--- src/rtl/seq_adder_arb_if.sv ---
// seq_adder_arb_if: request/operand/result bundle between two requesters and the shared adder
interface seq_adder_arb_if #(parameter int WIDTH = 64);
  logic req0, req1, cin0, cin1, gnt0, gnt1, busy, cout, valid, owner;
  logic [WIDTH-1:0] a0, b0, a1, b1, sum;
  modport master (
    output req0, req1, a0, b0, a1, b1, cin0, cin1,
    input gnt0, gnt1, busy, sum, cout, valid, owner
  );
  modport slave (
    input req0, req1, a0, b0, a1, b1, cin0, cin1,
    output gnt0, gnt1, busy, sum, cout, valid, owner
  );
endinterface

--- src/rtl/seq_adder_arb.sv ---
// seq_adder_arb: round-robin arbitrated WIDTH-bit adder using one SLICE-bit adder over NSLICE cycles
module seq_adder_arb #(
  parameter int WIDTH = 64,
  parameter int SLICE = 8
) (
  input logic clk,
  input logic rst,
  seq_adder_arb_if.slave bus
);
  localparam int NSLICE = WIDTH / SLICE;
  localparam int KW = NSLICE > 1 ? $clog2(NSLICE) : 1;
  typedef enum logic [1:0] {IDLE, RUN, DONE} state_t;
  state_t state, state_nx;
  logic [WIDTH-1:0] a_r, b_r;
  logic [KW-1:0] k;
  logic [SLICE:0] slice_sum;
  logic carry, last, id, pick1, grant, last_k;
  // on a tie the requester not granted last wins
  assign pick1 = bus.req1 & (~bus.req0 | ~last);
  assign grant = (bus.req0 | bus.req1) & ~rst;
  assign last_k = k == KW'(NSLICE - 1);
  assign slice_sum = {1'b0, a_r[k*SLICE +: SLICE]} + {1'b0, b_r[k*SLICE +: SLICE]} + {{SLICE{1'b0}}, carry};
  assign bus.busy = state != IDLE;
  always_ff @(posedge clk)
    state <= rst ? IDLE : state_nx;
  always_comb begin
    state_nx = state;
    bus.gnt0 = 1'b0;
    bus.gnt1 = 1'b0;
    bus.valid = 1'b0;
    case (state)
      IDLE: begin
        state_nx = grant ? RUN : IDLE;
        bus.gnt0 = grant & ~pick1;
        bus.gnt1 = grant & pick1;
      end
      RUN: state_nx = last_k ? DONE : RUN;
      DONE: begin
        state_nx = IDLE;
        bus.valid = ~rst;
      end
      default: state_nx = IDLE;
    endcase
  end
  always_ff @(posedge clk) begin
    if (rst) begin
      k <= '0;
      carry <= 1'b0;
      last <= 1'b1;
      id <= 1'b0;
      a_r <= '0;
      b_r <= '0;
      bus.sum <= '0;
      bus.cout <= 1'b0;
      bus.owner <= 1'b0;
    end else begin
      if (state == IDLE && grant) begin
        a_r <= pick1 ? bus.a1 : bus.a0;
        b_r <= pick1 ? bus.b1 : bus.b0;
        carry <= pick1 ? bus.cin1 : bus.cin0;
        k <= '0;
        id <= pick1;
        last <= pick1;
      end
      if (state == RUN) begin
        bus.sum[k*SLICE +: SLICE] <= slice_sum[SLICE-1:0];
        carry <= slice_sum[SLICE];
        k <= k + 1'b1;
        if (last_k) begin
          bus.cout <= slice_sum[SLICE];
          bus.owner <= id;
        end
      end
    end
  end
endmodule

--- src/flat_wrapper.sv ---
// flat-port wrapper written by rule: the top's interface ports become plain ports
module seq_adder_arb_flat 
#(
  parameter int WIDTH = 64,
  parameter int SLICE = 8
)
  (clk, rst, bus_req0, bus_req1, bus_a0, bus_b0, bus_a1, bus_b1, bus_cin0, bus_cin1, bus_gnt0, bus_gnt1, bus_busy, bus_sum, bus_cout, bus_valid, bus_owner);
  seq_adder_arb_if #(.WIDTH(WIDTH)) bus_i ();
  input logic clk;
  input logic rst;
  input wire logic [$bits(bus_i.req0)-1:0] bus_req0;
  input wire logic [$bits(bus_i.req1)-1:0] bus_req1;
  input wire logic [$bits(bus_i.a0)-1:0] bus_a0;
  input wire logic [$bits(bus_i.b0)-1:0] bus_b0;
  input wire logic [$bits(bus_i.a1)-1:0] bus_a1;
  input wire logic [$bits(bus_i.b1)-1:0] bus_b1;
  input wire logic [$bits(bus_i.cin0)-1:0] bus_cin0;
  input wire logic [$bits(bus_i.cin1)-1:0] bus_cin1;
  output wire logic [$bits(bus_i.gnt0)-1:0] bus_gnt0;
  output wire logic [$bits(bus_i.gnt1)-1:0] bus_gnt1;
  output wire logic [$bits(bus_i.busy)-1:0] bus_busy;
  output wire logic [$bits(bus_i.sum)-1:0] bus_sum;
  output wire logic [$bits(bus_i.cout)-1:0] bus_cout;
  output wire logic [$bits(bus_i.valid)-1:0] bus_valid;
  output wire logic [$bits(bus_i.owner)-1:0] bus_owner;
  assign bus_i.req0 = bus_req0;
  assign bus_i.req1 = bus_req1;
  assign bus_i.a0 = bus_a0;
  assign bus_i.b0 = bus_b0;
  assign bus_i.a1 = bus_a1;
  assign bus_i.b1 = bus_b1;
  assign bus_i.cin0 = bus_cin0;
  assign bus_i.cin1 = bus_cin1;
  assign bus_gnt0 = bus_i.gnt0;
  assign bus_gnt1 = bus_i.gnt1;
  assign bus_busy = bus_i.busy;
  assign bus_sum = bus_i.sum;
  assign bus_cout = bus_i.cout;
  assign bus_valid = bus_i.valid;
  assign bus_owner = bus_i.owner;
  seq_adder_arb #(.WIDTH(WIDTH), .SLICE(SLICE)) u_core (.clk(clk), .rst(rst), .bus(bus_i));
endmodule
--- config.mk ---
export PLATFORM = sky130hd
export DESIGN_NAME = seq_adder_arb_flat
export DESIGN_NICKNAME = d
export VERILOG_FILES = /design/src/rtl/seq_adder_arb_if.sv /design/src/rtl/seq_adder_arb.sv /design/src/flat_wrapper.sv
export SDC_FILE = /design/constraint.sdc
export NUM_CORES = 1
export LEC_CHECK = 0
export ABC_CLOCK_PERIOD_IN_PS = 3150
export CORE_MARGIN = 2
export CORE_UTILIZATION = 42
export CTS_CLUSTER_DIAMETER = 200
export DETAILED_ROUTE_END_ITERATION = 12
export HOLD_SLACK_MARGIN = 0.15
export PLACE_DENSITY = 0.78
export SLEW_MARGIN = 25
export SYNTH_ARGS = -nofsm -noshare
export SYNTH_HDL_FRONTEND = slang
export SYNTH_SLANG_ARGS = --single-unit
--- constraint.sdc ---
create_clock -name clk -period 3.15 [get_ports clk]
set_input_delay 0.7875 -clock clk [delete_from_list [all_inputs] [get_ports clk]]
set_output_delay 0.7875 -clock clk [all_outputs]
set_load 0.005 [all_outputs]
=== Yosys cells after proc, flatten, opt, wreduce, memory -nomap -nowiden ===
Index checks and enable logic that the tools add are counted.
W data, S select, Z words.

* Flip-flop bits (word level): 202
* Input bits: 262
* Output and inout port bits: 70
* Word-level logic and storage cells: 50

* Add/subtract/negate cells: 4
* Equal/unequal tests: 3
* Shifts and indexed selects: 4
* Multiplexer cells: 14
* Bitwise operators: 10
* Reductions and logical operators: 5

{| class="wikitable"
|+ Operator list
! cell !! number
|-
| $mux W64 || 2
|-
| $shiftx A64 B7 Y8 || 2
|-
| $bwmux W64 || 1
|-
| $shift A8 B34 Y64 const A || 1
|-
| $shiftx A8 B34 Y64 || 1
|-
| $neg A6 Y34 || 1
|-
| $add A8 B8 Y9 || 1
|-
| $add A9 B1 Y9 || 1
|-
| $mux W1 || 7
|-
| $mux W3 || 2
|-
| $and A1 B1 Y1 || 4
|-
| $not A1 Y1 || 4
|-
| $pmux W2 S2 || 1
|-
| $reduce_bool A2 Y1 || 2
|-
| $add A3 B1 Y3 const B || 1
|-
| $eq A3 B3 Y1 const B || 1
|-
| $eq A2 B1 Y1 const B || 1
|-
| $eq A2 B2 Y1 const B || 1
|-
| $logic_not A2 Y1 || 1
|-
| $mux W2 || 1
|-
| $or A1 B1 Y1 || 2
|-
| $reduce_and A2 Y1 || 1
|-
| $logic_and A1 B1 Y1 || 1
|}

=== Depth between registers and ports, before layout ===
Gate-level depths: netlist of the first run.

* Depth after elaboration: 6
* Gate-level depth with buffers: 14
* Mapped depth without buffers: 11

=== Least setup slack after synthesis of the first run ===
OpenSTA, ideal clock, no wires.

* Path type: reg-to-reg
* From: register u_core.k[0]
* To: register u_core.bus.sum[44]
* Setup time: 0.124 ns
* Arrival: 3.155 ns
* Data required time: 3.026 ns
* Setup slack: -0.129 ns
* Cell stages (with the launch flop): 14
* Path buffers: 2
* Period minus slack after synthesis: 3.279 ns
* Cells stage by stage: dfxtp_1 > buf_4 > buf_2 > mux4_2 > nand2_1 > nand2_1 > fa_1 > inv_1 > fa_1 > and2b_1 > o21a_1 > or3_1 > nand2_1 > o21ai_0

* Cells in the longest elaborated chain, start to end: 5
* Elaborated cells between the ends (all ways): 8
* Classes of those cells: add/sub: 3; shift: 4; mux: 1

{| class="wikitable"
|+ RTL lines
! what !! RTL line !! RTL
|-
| start: declaration || seq_adder_arb.sv:15 || <nowiki>logic [KW-1:0] k;</nowiki>
|-
| start signal: assignment || seq_adder_arb.sv:68 || <nowiki>k <= k + 1'b1;</nowiki>
|-
| $shiftx A64 B7 Y8 || seq_adder_arb.sv:22 || <nowiki>assign slice_sum = {1'b0, a_r[k*SLICE +: SLICE]} + {1'b0, b_r[k*SLICE +: SLICE]} + {{SLICE{1'b0}}, carry};</nowiki>
|-
| $add A8 B8 Y9 || seq_adder_arb.sv:22 ||
|-
| $add A9 B1 Y9 || seq_adder_arb.sv:22 ||
|-
| $shiftx A8 B34 Y64 || seq_adder_arb.sv:66 || <nowiki>bus.sum[k*SLICE +: SLICE] <= slice_sum[SLICE-1:0];</nowiki>
|-
| $bwmux W64 * || seq_adder_arb.sv:66 ||
|-
| end signal: indexed assignment || seq_adder_arb.sv:66 ||
|-
| end: declaration || seq_adder_arb_if.sv:11 || <nowiki>output gnt0, gnt1, busy, sum, cout, valid, owner</nowiki>
|}

Every way passes the cells marked *; elsewhere a longest branch is shown, timed or not.
A chain may end at the register's enable or synchronous reset.

=== Worst setup path in the final report of the first run ===
* From: register u_core.k[1]
* To: register u_core.bus.sum[30]

The elaborated chain is that of the path after synthesis.

==> metrics.yaml, run 1 <==
sta:
  fin_worst_skew_ps: 5.68
  hold_viol: 0
  fmax_mhz: 342
  slew_violations: 0
  rsz0062_at_grt: "false"
  tns_ps: 0
  period_needed_ps: 2920
  max_slew_margin_pct: 38.7
  timing.final.crit_share_pct: 92.8
  tightest_slew_ps: 919
  setup_viol: 0
placed_design:
  io_buffers: 331
  place_area_sq_um: 13300
  gp_congestion: 0.794
  dp_hpwl_microns: 21100
setup_path:
  endpoint_kind: "register"
  reg2reg_depth: 12
  r2r_end: "u_core.bus.sum[30]"
  r2r-start: "u_core.k[1]"
  path_class: "register to register"
  crit_path_end: "u_core.bus.sum[30]"
  start_kind: "register"
  required_ps: 3500
  cp.arrival_ps: 3280
  r2r_slack_ps: 230
  crit_fanout: 6
  setup.worst_path.start: "u_core.k[1]"
clock_tree:
  clock_sinks: 202
  cts_buffers: 22
  cts_tree: "done"
  clkTransAtPathRegs_ps: 60
  cts_max_level: 1
  root_buffer: "clkbuf_16"
  clock_path_buffers: 3
  insertion_delay_ps: 500
grt:
  grt_pass1_vias: 8425
  grt_pass1_wl_microns: 43800
  grt_use_total_pct: 22.4
  antenna_found_initial: 0
  overflow: 0
  grt_start_max_net_pins: 202
power:
  p_per_area_nw_per_um2: 519
  irDropWorstVdd_v: 0.000272
  cellLeakagePower_nw: 5.20
synth:
  synth-seq-cells: 202
  synth_top_cell_area_share_pct: 41.4
  synth_xor_area_share_pct: 0.781
  synth_cells: 1015
  synthTopCellsByCount: "dfxtp_1, nor2_1, mux2i_1, a211oi_1, nand2_1"
  syn_area_per_cell_sq_um: 9.62
  yosys.area.top_type: "dfxtp_1"
  synthSimpleGateAreaFrac_pct: 13.7
  synth_area_leaders: "dfxtp_1, mux2i_1, a211oi_1"
  synth_nets: 1293
  synth_edf_count: 0
  yosys-mux-area-fraction_pct: 21.9
  post-synth-top-count-cell: "dfxtp_1"
  yosys_warnings: 0
  synth_cell_type_count: 52
  syn-cell-area_sq_um: 9770
  synth_ff_type: "dfxtp_1"
  yosys.area_share.adder_pct: 2.20
  synth_top_family_by_area: "multiplexers"
  synth-compound-area-share_pct: 15.1
  ys_seq_area_share_pct: 41.4
  async_reset_ff_share_pct: 0
cells_and_area:
  final_area_sq_um: 14200
  area_growth_pct: 45.7
  drive_gt1_share_pct: 9.13
  nets: 1599
  fillers: 1976
  insertedDiodeCount: 0
min_path:
  hold_class: "register to register"
route:
  wl_per_cell_microns: 17.4
  wl_microns: 28200
  postRouteAntennaNets: 0
  route.detailed.drc: 0
  vias_per_cell: 5.32
  first_iter_violations: 454
  first_pass_iters: 5
  vias: 8618
die:
  rows: 55
  dieArea_sq_um: 24500
  die_w_microns: 157
  io_pins: 332
  initial_core_util_pct: 43.0
  core_sq_um: 22700
  die_y_microns: 157
run_status:
  outcome: "completed"
run:
  drv_cap: 0
## timing repair
item	CTS	global route
endpoints found under the setup margin	2	26
hold buffers	0	0
pin swaps	0	4
buffers inserted	0	2
gates cloned	0	1
resized for setup	2	7
## through the flow
step	hold slack (ps)	total power [mW]	utilization [%]	std cells	setup WS (ps)
3_3_place_gp	446	4.46	58.7	1579	-65.2
6_report	453	7.38	62.7	1621	226
2_1_floorplan	430	3.81	-	1015	9.82
5_1_grt	490	7.69	62.7	1621	15.1
3_5_place_dp	448	4.49	58.7	1579	-69.9
4_1_cts	457	7.40	62.4	1618	26.9
## worst min-delay path by stage
stage / slack [ps] / to / cells after the start / from
final: 450 / u_core.bus.sum[40] / 2 / u_core.bus.sum[40]
after global routing: 490 / u_core.bus.sum[40] / 2 / u_core.bus.sum[40]
after CTS: 460 / u_core.bus.sum[40] / 2 / u_core.bus.sum[40]
after detailed placement: 450 / u_core.bus.sum[40] / 2 / u_core.bus.sum[40]
after global placement: 450 / u_core.bus.sum[40] / 2 / u_core.bus.sum[40]
after floorplan: 430 / u_core.last / 1 / u_core.last
## area by class of cell
cell class | count | area [sq um] | area share (%)
flip-flops and latches | 202 | 4050 | 28.5
repair buffers | 365 | 3630 | 25.5
multi-input cells | 706 | 5260 | 37.0
well taps | 285 | 357 | 2.51
clock buffers | 31 | 676 | 4.75
clock inverters | 8 | 165 | 1.16
inverters | 24 | 90.1 | 0.633
## cell families after synthesis
family / Yosys count
AO/OA/AOI/OAI: 207
XOR/XNOR: 7
adder cells (fa/ha/maj): 16
buffers and inverters: 107
flip-flops: 202
multiplexers: 174
AND/OR/NAND/NOR: 302
## registers in the layout, summed over array words and instances (netlist names)
name	flops
u_core.bus.owner	1
u_core.state	2
u_core.bus.sum	64
u_core.a_r	64
u_core.b_r	64
u_core.carry	1
u_core.last	1
u_core.bus.cout	1
u_core.id	1
u_core.k	3
## cell usage in the layout, fill, tap and decap left out, types with 16 or more instances in the layout
cell type,count
a211oi_1,136
a21oi_1,22
buf_4,29
clkbuf_16,24
clkdlybuf4s50_1,327
dfxtp_1,200
inv_1,22
mux2i_1,142
mux4_2,32
nand2_1,68
nor2_1,168
o21ai_0,16
## power by group
group | internal [mW] | switching, mW
sequential | 2.74 | 0.113
combinational | 0.840 | 0.761
clock | 1.90 | 1.03
## worst max-delay path, cell delays in order (launching register included)
cell and delay [ps]:
dfxtp_4 410, mux4_2 520, nand2_1 80, nand2_1 90, fa_2 390, inv_1 80, fa_1 170, and2b_1 200
o211ai_1 220, a31oi_1 150, xnor2_2 200, buf_4 180, o32ai_1 80
## routing by layer
metal | global-route usage, % | vias to the layer above | share of wire (%)
met3 | 2.85 | 39 | 5.3
li1 | - | 4314 | -
met2 | 39.5 | 287 | 49
met5 | 0 | - | 0
met1 | 29.5 | 3978 | 44
met4 | 4.63 | 0 | 1.7
Note: power is estimated with default switching activity, not from simulation.
==> run 2: changes to the inputs <==
==> constraint.sdc (replaced) <==
create_clock -name clk -period 3.15 [get_ports clk]
set_input_delay 0.7875 -clock clk [delete_from_list [all_inputs] [get_ports clk]]
set_output_delay 0.7875 -clock clk [all_outputs]
set_load 0.02 [all_outputs]
==> metrics.yaml, run 2 (same netlist as run 1, synthesis figures left out) <==
sta:
  tightest_slew_ps: 1000
  tns_ps: 0
  slew_violations: 0
  timing.final.crit_share_pct: 97.0
  max_slew_margin_pct: 33.4
  fmax_mhz: 327
  setup_viol: 0
  fin_worst_skew_ps: 15.9
  period_needed_ps: 3050
  hold_viol: 0
setup_path:
  start_kind: "input pin"
  path_class: "input pin to output pin"
  cpPeakStageDelay_ps: 530
  endpoint_kind: "output pin"
  cp.arrival_ps: 2270
  required_ps: 2360
  crit_fanout: 2
  crit_top_cell: "nor2_1"
  cp_top_family: "buffers and inverters"
  worstPathCellList: "clkdlybuf4s50_1 > nor2_1 > or4_1 > nor2_1 > dlygate4sd2_1"
  cp_slowest_cell: "clkdlybuf4s50_1"
  path_buf_inv: 2
route:
  vias: 8596
  wl_microns: 28300
  postRouteAntennaNets: 0
  route.detailed.drc: 0
  first_pass_iters: 5
  wl_per_cell_microns: 17.6
  vias_per_cell: 5.32
  first_iter_violations: 400
placed_design:
  gp_congestion: 0.819
  place_area_sq_um: 13300
  io_buffers: 331
  place_inst: 1574
  dp_hpwl_microns: 21000
min_path:
  hold_class: "register to register"
die:
  die_y_microns: 157
  die_w_microns: 157
  io_pins: 332
  rows: 55
  dieArea_sq_um: 24500
  core_sq_um: 22700
  initial_core_util_pct: 43.0
power:
  cellLeakagePower_nw: 5.11
  p_per_area_nw_per_um2: 488
  power_mw: 6.86
  irDropWorstVdd_v: 0.000292
grt:
  antenna_found_initial: 0
  grt_use_total_pct: 22.5
  grt_pass1_wl_microns: 43900
  grt_start_max_net_pins: 213
  grt_pass1_vias: 8477
  overflow: 0
clock_tree:
  clock_path_buffers: 3
  clkTransAtPathRegs_ps: 70
  insertion_delay_ps: 490
  root_buffer: "clkbuf_16"
  cts_buffers: 20
  clock_sinks: 202
  cts_tree: "done"
  cts_max_level: 1
cells_and_area:
  nets: 1597
  layout_common_cells: "clkdlybuf4s50_1, dfxtp_1, nor2_1"
  drive_gt1_share_pct: 8.57
  layout_commonest_cell: "clkdlybuf4s50_1"
  insertedDiodeCount: 0
  area_growth_pct: 43.9
  top_regs: "u_core.a_r (64), u_core.b_r (64), u_core.bus.sum (64)"
  final_cells: 1615
  final_area_sq_um: 14100
run:
  drv_cap: 0
run_status:
  outcome: "completed"
[run 2: cell types whose count changed in the layout (fill, tap and decap cells not counted), moves of 2 or more]
cell,before,now
clkbuf_16,24,21
bufinv_16,5,1
buf_4,29,26
clkbuf_8,7,4
buf_12,3,6
clkbuf_1,1,3
[run 2: what timing repair did]
item | 4_1_cts | 5_1_grt
setup endpoints to repair | 7 | 33
buffers inserted | 0 | 8
gates resized for setup | 3 | 7
pin swaps | 0 | 1
hold buffers | 0 | 0
[run 2: layout make-up]
cell class	count	area (sq um)
fillers	1946	8650
multi-input cells	706	5270
flip-flops and latches	202	4050
repair buffers	365	3650
clock buffers	28	592
well taps	285	357
inverters	24	90.1
clock inverters	5	50.0
[run 2: worst min-delay path: stages (launching register included)]
cell and delay, ps:
dfxtp_1 310, nand2_1 50, a21oi_1 50
[run 2: worst paths after layout]
kind                      start                 end  slack, ps  depth (start not counted)
max                    bus_req0            bus_gnt0        100                          5
max reg2reg         u_core.k[1]  u_core.bus.sum[37]        170                         12
min reg2reg  u_core.bus.sum[40]  u_core.bus.sum[40]        450                          2
min          u_core.bus.sum[40]  u_core.bus.sum[40]        450                          2
[run 2: report_power, final]
part	internal (mW)	switching, mW	total, mW
sequential	2.74	0.111	2.85
clock	1.38	0.971	2.36
combinational	0.862	0.793	1.65
[run 2: per-stage QoR]
stage	utilization (%)	setup WS, ps	hold slack (ps)
after detailed placement	58.7	-185	449
after global placement	58.7	-161	446
after CTS	61.5	4.14	458
after floorplan	-	9.82	431
final	61.9	95.9	454
after global routing	61.9	-5.18	487
[run 2: layer usage]
| metal | vias to the layer above | share of wire, % | global-route usage, % |
|---|---|---|---|
| met1 | 3953 | 43 | 29.2 |
| met2 | 306 | 50 | 40.4 |
| li1 | 4312 | - | - |
| met5 | - | 0 | 0 |
| met4 | 0 | 1.1 | 4.33 |
| met3 | 25 | 5.8 | 2.96 |
